## config.mk

```make
export PLATFORM = sky130hd
export DESIGN_NAME = approx_err_monitor
export DESIGN_NICKNAME = d
export VERILOG_FILES = /design/src/rtl/approx_err_pkg.sv /design/src/rtl/err_distance.sv /design/src/rtl/approx_err_monitor.sv
export SDC_FILE = /design/constraint.sdc
export NUM_CORES = 1
export LEC_CHECK = 0
export ABC_AREA = 0
export CAP_MARGIN = 25
export CORE_MARGIN = 2
export CORE_UTILIZATION = 35
export DETAILED_ROUTE_END_ITERATION = 8
export GPL_TIMING_DRIVEN = 0
export PLACE_DENSITY = 0.54
export RECOVER_POWER = 25
export SLEW_MARGIN = 20
export SYNTH_ARGS = -nofsm -noshare
export SYNTH_HDL_FRONTEND = slang
export SYNTH_SLANG_ARGS = --single-unit
```

## constraint.sdc

```tcl
create_clock -name clk -period 7.5 [get_ports clk]
set_input_delay 1.5 -clock clk [delete_from_list [all_inputs] [get_ports clk]]
set_output_delay 1.5 -clock clk [all_outputs]
set_load 0.005 [all_outputs]
```

## src/rtl/approx_err_pkg.sv

```systemverilog
// Shared definitions for the approximate-adder error monitor:
// run-control state encoding and datapath width helpers.
package approx_err_pkg;

    // Run-control states of the monitor.
    typedef enum logic [1:0] {
        IDLE   = 2'd0,
        RUN    = 2'd1,
        DRAIN  = 2'd2,
        REPORT = 2'd3
    } state_t;

    // Default operand and counter widths.
    localparam int N_DEF     = 16;
    localparam int CNT_W_DEF = 16;

    // Error distance width: one bit wider than the operands to cover carry-out.
    function automatic int ed_width(input int n);
        return n + 1;
    endfunction

    // Error-distance sum width: wide enough that num_samples maximal EDs never overflow.
    function automatic int sum_width(input int n, input int cnt_w);
        return n + 1 + cnt_w;
    endfunction

endpackage

```

## src/rtl/err_distance.sv

```systemverilog
// Two-stage error-distance pipeline.
// Stage 1 registers the exact sum and the approximate result; stage 2 registers
// the absolute error distance and, when ERR_BIAS_EN is defined, the signed
// difference (apx - exact). Without ERR_BIAS_EN the signed path is tied to 0.
module err_distance
    import approx_err_pkg::*;
#(
    parameter int N = N_DEF
) (
    input  logic                clk,
    input  logic                rst,
    input  logic                in_valid,
    input  logic [N-1:0]        x,
    input  logic [N-1:0]        y,
    input  logic [N-1:0]        s_apx,
    input  logic                co_apx,
    output logic                out_valid,
    output logic [N:0]          ed,
    output logic signed [N+1:0] diff,
    output logic                busy
);

    logic         v1_q;
    logic [N:0]   exact_q;
    logic [N:0]   apx_q;
    logic         v2_q;
    logic [N:0]   ed_q;
    logic [N:0]   ed_d;

    // Absolute distance between approximate and exact results.
    always_comb begin
        ed_d = '0;
        if (apx_q >= exact_q) ed_d = apx_q - exact_q;
        else                  ed_d = exact_q - apx_q;
    end

    // Stage 1: capture exact sum and approximate result of an accepted beat.
    always_ff @(posedge clk or posedge rst) begin
        if (rst) begin
            v1_q    <= 1'b0;
            exact_q <= '0;
            apx_q   <= '0;
        end else begin
            v1_q <= in_valid;
            if (in_valid) begin
                exact_q <= {1'b0, x} + {1'b0, y};
                apx_q   <= {co_apx, s_apx};
            end
        end
    end

    // Stage 2: register the error distance alongside its valid bit.
    always_ff @(posedge clk or posedge rst) begin
        if (rst) begin
            v2_q <= 1'b0;
            ed_q <= '0;
        end else begin
            v2_q <= v1_q;
            if (v1_q) ed_q <= ed_d;
        end
    end

`ifdef ERR_BIAS_EN
    logic signed [N+1:0] diff_q;

    // Stage 2 (bias path): signed apx - exact, both zero-extended by one bit.
    always_ff @(posedge clk or posedge rst) begin
        if (rst) begin
            diff_q <= '0;
        end else if (v1_q) begin
            diff_q <= $signed({1'b0, apx_q}) - $signed({1'b0, exact_q});
        end
    end

    assign diff = diff_q;
`else
    assign diff = '0;
`endif

    assign out_valid = v2_q;
    assign ed        = ed_q;
    assign busy      = v1_q | v2_q;

endmodule

```

## src/rtl/approx_err_monitor.sv

```systemverilog
// Error-metric monitor for an approximate adder. Accepts a programmed number of
// (x, y, {co, s}) samples, computes the exact sum internally and accumulates
// sample/error counts, maximum and total error distance. Defining ERR_BIAS_EN
// adds a signed bias accumulator (sum of apx - exact); otherwise ed_bias is 0.
module approx_err_monitor
    import approx_err_pkg::*;
#(
    parameter int N     = N_DEF,
    parameter int CNT_W = CNT_W_DEF
) (
    input  logic                 clk,
    input  logic                 rst,
    input  logic                 start,
    input  logic [CNT_W-1:0]     num_samples,
    input  logic                 in_valid,
    output logic                 in_ready,
    input  logic [N-1:0]         x,
    input  logic [N-1:0]         y,
    input  logic [N-1:0]         s_apx,
    input  logic                 co_apx,
    output logic                 busy,
    output logic                 done,
    output logic [CNT_W-1:0]     sample_count,
    output logic [CNT_W-1:0]     err_count,
    output logic [N:0]           ed_max,
    output logic [N+CNT_W:0]     ed_sum,
    output logic [N+1+CNT_W:0]   ed_bias
);

    localparam int EW = ed_width(N);
    localparam int SW = sum_width(N, CNT_W);

    state_t              state_q;
    logic                busy_q;
    logic                done_q;
    logic [CNT_W-1:0]    num_q;
    logic [CNT_W-1:0]    accepted_q;
    logic [CNT_W-1:0]    sample_q;
    logic [CNT_W-1:0]    err_q;
    logic [EW-1:0]       max_q;
    logic [SW-1:0]       sum_q;

    logic                transfer;
    logic                clear;
    logic                pipe_valid;
    logic                pipe_busy;
    logic [EW-1:0]       pipe_ed;
    logic signed [N+1:0] pipe_diff;

    // Ready depends only on registered state so there is no path from in_valid.
    assign in_ready = (state_q == RUN) && (accepted_q < num_q);
    assign transfer = in_valid & in_ready;
    assign clear    = (state_q == IDLE) && start;

    err_distance #(.N(N)) u_ed (
        .clk       (clk),
        .rst       (rst),
        .in_valid  (transfer),
        .x         (x),
        .y         (y),
        .s_apx     (s_apx),
        .co_apx    (co_apx),
        .out_valid (pipe_valid),
        .ed        (pipe_ed),
        .diff      (pipe_diff),
        .busy      (pipe_busy)
    );

    // Run-control FSM with registered busy/done and the accepted-beat counter.
    always_ff @(posedge clk or posedge rst) begin
        if (rst) begin
            state_q    <= IDLE;
            busy_q     <= 1'b0;
            done_q     <= 1'b0;
            num_q      <= '0;
            accepted_q <= '0;
        end else begin
            case (state_q)
                IDLE: begin
                    done_q <= 1'b0;
                    if (start) begin
                        state_q    <= RUN;
                        busy_q     <= 1'b1;
                        num_q      <= num_samples;
                        accepted_q <= '0;
                    end
                end
                RUN: begin
                    if (transfer) accepted_q <= accepted_q + 1'b1;
                    if (accepted_q == num_q) state_q <= DRAIN;
                end
                DRAIN: begin
                    if (!pipe_busy) begin
                        state_q <= REPORT;
                        done_q  <= 1'b1;
                    end
                end
                default: begin
                    state_q <= IDLE;
                    busy_q  <= 1'b0;
                    done_q  <= 1'b0;
                end
            endcase
        end
    end

    // Statistics accumulators: cleared on an accepted start, updated per ED result.
    always_ff @(posedge clk or posedge rst) begin
        if (rst) begin
            sample_q <= '0;
            err_q    <= '0;
            max_q    <= '0;
            sum_q    <= '0;
        end else if (clear) begin
            sample_q <= '0;
            err_q    <= '0;
            max_q    <= '0;
            sum_q    <= '0;
        end else if (pipe_valid) begin
            sample_q <= sample_q + 1'b1;
            if (pipe_ed != '0)  err_q <= err_q + 1'b1;
            if (pipe_ed > max_q) max_q <= pipe_ed;
            sum_q <= sum_q + SW'(pipe_ed);
        end
    end

`ifdef ERR_BIAS_EN
    logic signed [N+1+CNT_W:0] bias_q;

    // Signed bias accumulator, sign-extending each per-sample difference.
    always_ff @(posedge clk or posedge rst) begin
        if (rst) begin
            bias_q <= '0;
        end else if (clear) begin
            bias_q <= '0;
        end else if (pipe_valid) begin
            bias_q <= bias_q + {{CNT_W{pipe_diff[N+1]}}, pipe_diff};
        end
    end

    assign ed_bias = bias_q;
`else
    assign ed_bias = '0;
`endif

    assign busy         = busy_q;
    assign done         = done_q;
    assign sample_count = sample_q;
    assign err_count    = err_q;
    assign ed_max       = max_q;
    assign ed_sum       = sum_q;

endmodule

```

# ---- Word level (Yosys, flattened, before mapping)
# Cells that the tools add are included.
dict set report totals {
  ff_bits 171
  in_bits 69
  out_inout_bits 119
  word_cells 73
}
dict set report op_classes {
  addsub 7
  n_lt_le_gt_ge 3
  n_eq_ne 7
  mux 22
  bitwise 4
  n_reduce_logical 16
}
# op n
set op_table {}
lappend op_table {{$mux 16} 7}
lappend op_table {{$mux 17} 4}
lappend op_table {{$mux 33} 2}
lappend op_table {{$add 16x1->16 const B} 3}
lappend op_table {{$sub 17x17->17} 2}
lappend op_table {{$add 33x17->33} 1}
lappend op_table {{$pmux 16 s2} 1}
lappend op_table {{$add 16x16->17} 1}
lappend op_table {{$ge 17x17->1} 1}
lappend op_table {{$gt 17x17->1} 1}
lappend op_table {{$reduce_bool 17->1} 1}
lappend op_table {{$eq 16x16->1} 1}
lappend op_table {{$lt 16x16->1} 1}
lappend op_table {{$reduce_and 2->1} 5}
lappend op_table {{$reduce_bool 2->1} 4}
lappend op_table {{$mux 2} 3}
lappend op_table {{$pmux 2 s3} 1}
lappend op_table {{$reduce_and 3->1} 2}
lappend op_table {{$ne 2x1->1 const B} 2}
lappend op_table {{$ne 2x2->1 const B} 2}
lappend op_table {{$pmux 1 s2} 2}
lappend op_table {{$eq 2x1->1 const B} 1}
lappend op_table {{$eq 2x2->1 const B} 1}
lappend op_table {{$logic_and 1x1->1} 2}
lappend op_table {{other kinds (6)} 8}

# ---- Depth between registers and ports, before layout
dict set report depth {
  ltp_word 5
  ltp_mapped 13
  ltp_nobuf 11
}

# ---- Cells and area by module
# A second synthesis with hierarchy kept.
dict set report unflattened {
  cells_unflattened 1321
  area_unflattened_um2 11680.0
}
# mod instances cells_each area_per_inst_um2 seq_area_each_um2
set modules_own_cells {}
lappend modules_own_cells {approx_err_monitor 1 788 7176.9 2952.8}
lappend modules_own_cells {err_distance 1 533 4503.1 1326.3}

# ---- Least setup slack after synthesis
# Ideal clock, no wire load.
dict set report synth_path {
  path_kind {input -> register}
  startpoint {input y[0]}
  endpoint {register u_ed.exact_q[16]}
  t_arrival_ns 3.426
  setup_slack_ns 3.943
  path_stages 10
  cell_sequence {ha_1 > fa_1 > a21o_1 > a21o_1 > a21o_1 > a21oi_1 > o21ai_0 > a21o_1 > a211oi_1 > a21oi_1}
}
dict set report synth_via {
  elab_chain_len 1
}
# element line_no
set synth_rtl {}
lappend synth_rtl {{start, declared} approx_err_monitor.sv:18} ;# input logic [N-1:0] y,
lappend synth_rtl {{$add 16x16->17} err_distance.sv:46} ;# exact_q <= {1'b0, x} + {1'b0, y};
lappend synth_rtl {{end signal, assigned} err_distance.sv:46}
lappend synth_rtl {{end, declared} err_distance.sv:24} ;# logic [N:0] exact_q;
# No other way between the ends.
# A chain may end at the register's enable or synchronous reset.

# ---- Final worst setup path
dict set report layout_path {
  startpoint {register accepted_q[1]}
  endpoint {output in_ready}
}
dict set report layout_via {
  elab_chain_len 2
}
# element line_no
set layout_rtl {}
lappend layout_rtl {{start, declared} approx_err_monitor.sv:37} ;# logic [CNT_W-1:0] accepted_q;
lappend layout_rtl {{start signal, assigned} approx_err_monitor.sv:89} ;# if (transfer) accepted_q <= accepted_q + 1'b1;
lappend layout_rtl {{$lt 16x16->1} approx_err_monitor.sv:51} ;# assign in_ready = (state_q == RUN) && (accepted_q < num_q);
lappend layout_rtl {{$logic_and 1x1->1} approx_err_monitor.sv:51}
lappend layout_rtl {{end, declared} approx_err_monitor.sv:16} ;# output logic in_ready,
# No other way between the ends.

==> results by group <==
Floorplan
  • Die ar.: 34,400 µm²
  • Row count: 66
  • # IOs: 188
  • Die Ht: 186 µm
  • Initial Util: 35.5%
  • Core area: 32,500 µm²
  • DIE WIDTH: 186 µm

GRT
  • GRT Total Usage: 17.5%
  • Initial antenna violation count: 0
  • GRT overflow: 0
  • Vias in the first global route: 9,194
  • First-pass GRT wire length: 47,700 µm
  • Largest net degree at the start of global routing: 101

Worst setup path
  • CP endpoint: in_ready
  • Reg2Reg Depth: 11
  • WP depth: 7
  • Crit path cell chain: ha_1, nor2b_1, o21a_1, o21a_1, o21ai_1, o211a_1, clkdlybuf4s50_1
  • Most frequent CP cell: o21a_1
  • CP Max Fanout: 5
  • Launch point of the worst path: accepted_q[1]
  • WP buf/inv: 1
  • Worst R2R Start: u_ed.ed[0]
  • Crit-path max cell delay: 0.51 ns
  • Startpoint types: register
  • Reg2reg end: ed_sum[30]
  • CP Capture Type: output port
  • WS Path Type: reg2out
  • Req. time, crit path: 6.00 ns
  • Crit-path leading delay family: compound AO/OA/AOI/OAI gates
  • Reg2Reg Setup Slack: 4.23 ns
  • Arrival time worst endpoint: 2.63 ns
  • Critical Path Slowest Stage Cell: clkdlybuf4s50_1

Final layout
  • Commonest cells after routing, fill and taps aside: dfrtp_1 (171), clkdlybuf4s50_1 (151), nor2_1 (112), nand2_1 (108), ha_1 (105)
  • Ant diodes: 0
  • Area grow syn2layout: 24.5%
  • Fin cells: 1,943
  • Most common cell after layout, fill and taps aside: dfrtp_1
  • Layout cells sized above 1: 7.13%
  • NumNets Final: 1,666

Synthesis
  • Synth warn: 0
  • Yosys cell types: 74
  • Post-synthesis area per instance: 8.99 µm²
  • Post-synth EDFFs: 0
  • Synth async-reset ratio: 100%
  • FF+latch count, synth: 171
  • Synthesized area: 11,500 µm²
  • Ys flop type: dfrtp_1
  • Gate Count Post-Synth: 1,282
  • Sequential area share after synthesis: 37.1%

Pwr
  • P_sw: 1.85 mW
  • Power Density: 326 nW/µm²
  • Pint: 2.83 mW
  • Combinational power share: 48.5%
  • P_leak: 6.73 nW
  • Clock network power share: 19.1%
  • Sequential share of power: 32.3%
  • Switching part of the total: 39.6%
  • Power Total: 4.68 mW
  • Max VDD drop: 0.000174 V

Route
  • Pre-antenna DRT Iters: 4
  • WL per Instance: 15.1 µm
  • DRC: 0
  • Final wirelength: 29,400 µm
  • ANT nets after route: 0
  • Vias/cell: 4.91
  • Vias: 9,539
  • Initial DRC count: 446

Status
  • Violated checks: max-capacitance violations, max-slew violations
  • Status: finished with violations

Placement
  • Placed Cells: 1,911
  • Placer Congestion: 0.858
  • Final HPWL DP: 22,900 µm
  • I/O Buffers: 153

CTS
  • CTS clk-pin slew, worst paths: 0.07 ns
  • Clk buf depth: 2
  • Post-CTS Repair Setup Buffers: 0
  • Hold-fix buffers, CTS: 0
  • Max H-tree Level: 4
  • TritonCTS buffer count: 17
  • Latest clock arrival within the worst-skew pair: 0.44 ns
  • Clock sink count: 171
  • CTS root buf: clkbuf_16
  • CTS tree: done
  • Post-CTS sizing: 0

STA
  • Tcrit/Tclk final: 55.1%
  • Clock Skews: 0.0173 ns
  • Final Hold Vio Count: 0
  • Min Clock Period, post-route: 4.13 ns
  • Slew Limit Fails: 72
  • Slew HR: -122%
  • F_max: 242 MHz
  • RSZ-0062 raised after global routing: false
  • Final setup viols: 0
  • Slew @ Worst Pin: 3.31 ns

Min path
  • Path type of the worst min-delay path: reg2reg

Job
  • Max-cap violations: 1
==> worst min-delay path by stage <==
stage / from / to / slack [ns] / cells past startpoint
after floorplan: u_ed.v1_q / u_ed.out_valid / 0.43 / 0
final: u_ed.v1_q / u_ed.out_valid / 0.48 / 0
after detailed placement: u_ed.v1_q / u_ed.out_valid / 0.48 / 0
after global placement: u_ed.apx_q[16] / u_ed.apx_q[16] / 0.48 / 2
after global routing: u_ed.apx_q[16] / u_ed.apx_q[16] / 0.52 / 2
after CTS: u_ed.v1_q / u_ed.out_valid / 0.49 / 0
==> layout make-up <==
cell class | count | area, µm²
clock inverter | 14 | 153
tap | 442 | 553
fill | 3167 | 18100
multi-input combinational | 966 | 6530
sequential | 171 | 4280
timing repair buffer | 154 | 1560
inverter | 95 | 358
buffer | 83 | 492
clock buffer | 18 | 439
==> cell usage after synthesis, drive strengths merged, types with 4 or more instances <==
cell / number / area share [%]
o21a: 9 / 0.59
fa: 4 / 0.69
mux2i: 49 / 4.3
a41oi: 5 / 0.44
o21bai: 6 / 0.39
nor2: 112 / 3.6
mux2: 10 / 1.0
xor2: 27 / 2.1
a31oi: 7 / 0.38
nor3: 20 / 0.87
a211o: 5 / 0.38
o211ai: 6 / 0.39
o41ai: 4 / 0.37
or2: 4 / 0.22
nand4: 20 / 1.1
nand3: 32 / 1.4
and4: 7 / 0.53
a21oi: 76 / 3.3
buf: 58 / 3.5
o21ai: 104 / 4.5
ha: 105 / 11
or3: 15 / 0.81
dfrtp: 171 / 37
clkbuf: 25 / 0.81
o31ai: 7 / 0.46
inv: 94 / 3.1
and3: 21 / 1.2
o2111ai: 4 / 0.30
a211oi: 9 / 0.63
xnor2: 45 / 3.4
nor2b: 16 / 0.87
and2: 6 / 0.33
nand2: 108 / 3.5
a21o: 43 / 2.8
==> stage by stage <==
step	instance area (µm²)	TNS (ns)	hold WS (ns)	utilization (%)	setup slack, ns
final	14400	0	0.480	44.2	3.37
after floorplan	11700	0	0.425	-	1.37
after global routing	14400	0	0.521	44.2	2.95
after detailed placement	13800	0	0.484	42.4	3.21
after CTS	14400	0	0.493	44.3	3.33
after global placement	13700	-240.42	0.478	42.3	-1.42
==> state kept, by name (all words and copies together) (netlist names) <==
| signal | count |
|---|---|
| u_ed.v1_q | 1 |
| busy | 1 |
| u_ed.out_valid | 1 |
| accepted_q | 16 |
| num_q | 16 |
| u_ed.ed | 17 |
| err_count | 16 |
| ed_sum | 33 |
| state_q | 2 |
| done | 1 |
| u_ed.apx_q | 17 |
| u_ed.exact_q | 17 |
| sample_count | 16 |
| ed_max | 17 |
==> power by group through the flow <==
| stage | Clock [mW] | Combinational [mW] | Sequential, mW |
|---|---|---|---|
| 6_report | 0.896 | 2.27 | 1.51 |
| 3_3_place_gp | 0 | 2.25 | 1.53 |
| 2_1_floorplan | 0 | 1.55 | 1.44 |
| 3_5_place_dp | 0 | 2.27 | 1.54 |
| 4_1_cts | 0.919 | 2.29 | 1.52 |
| 5_1_grt | 0.960 | 2.57 | 1.57 |
==> layer usage <==
metal | wire (µm) | up-vias | track usage, %
li1 | - | 4842 | -
met1 | 14400 | 4525 | 24.1
met2 | 13600 | 152 | 28.5
met3 | 969 | 20 | 2.82
met4 | 405 | 0 | 4.48
met5 | 0 | - | 0
==> kinds of logic after synthesis <==
group	share of synthesized area [%]
and+or+nand+nor	15.5
AOI/OAI and AO/OA	17.2
buffers and inverters	7.36
DFF	37.1
adders and majority gates	12.1
xor gates and xnor gates	5.47
muxes	5.26
other	0.0325
(Power assumes the default switching activity.)
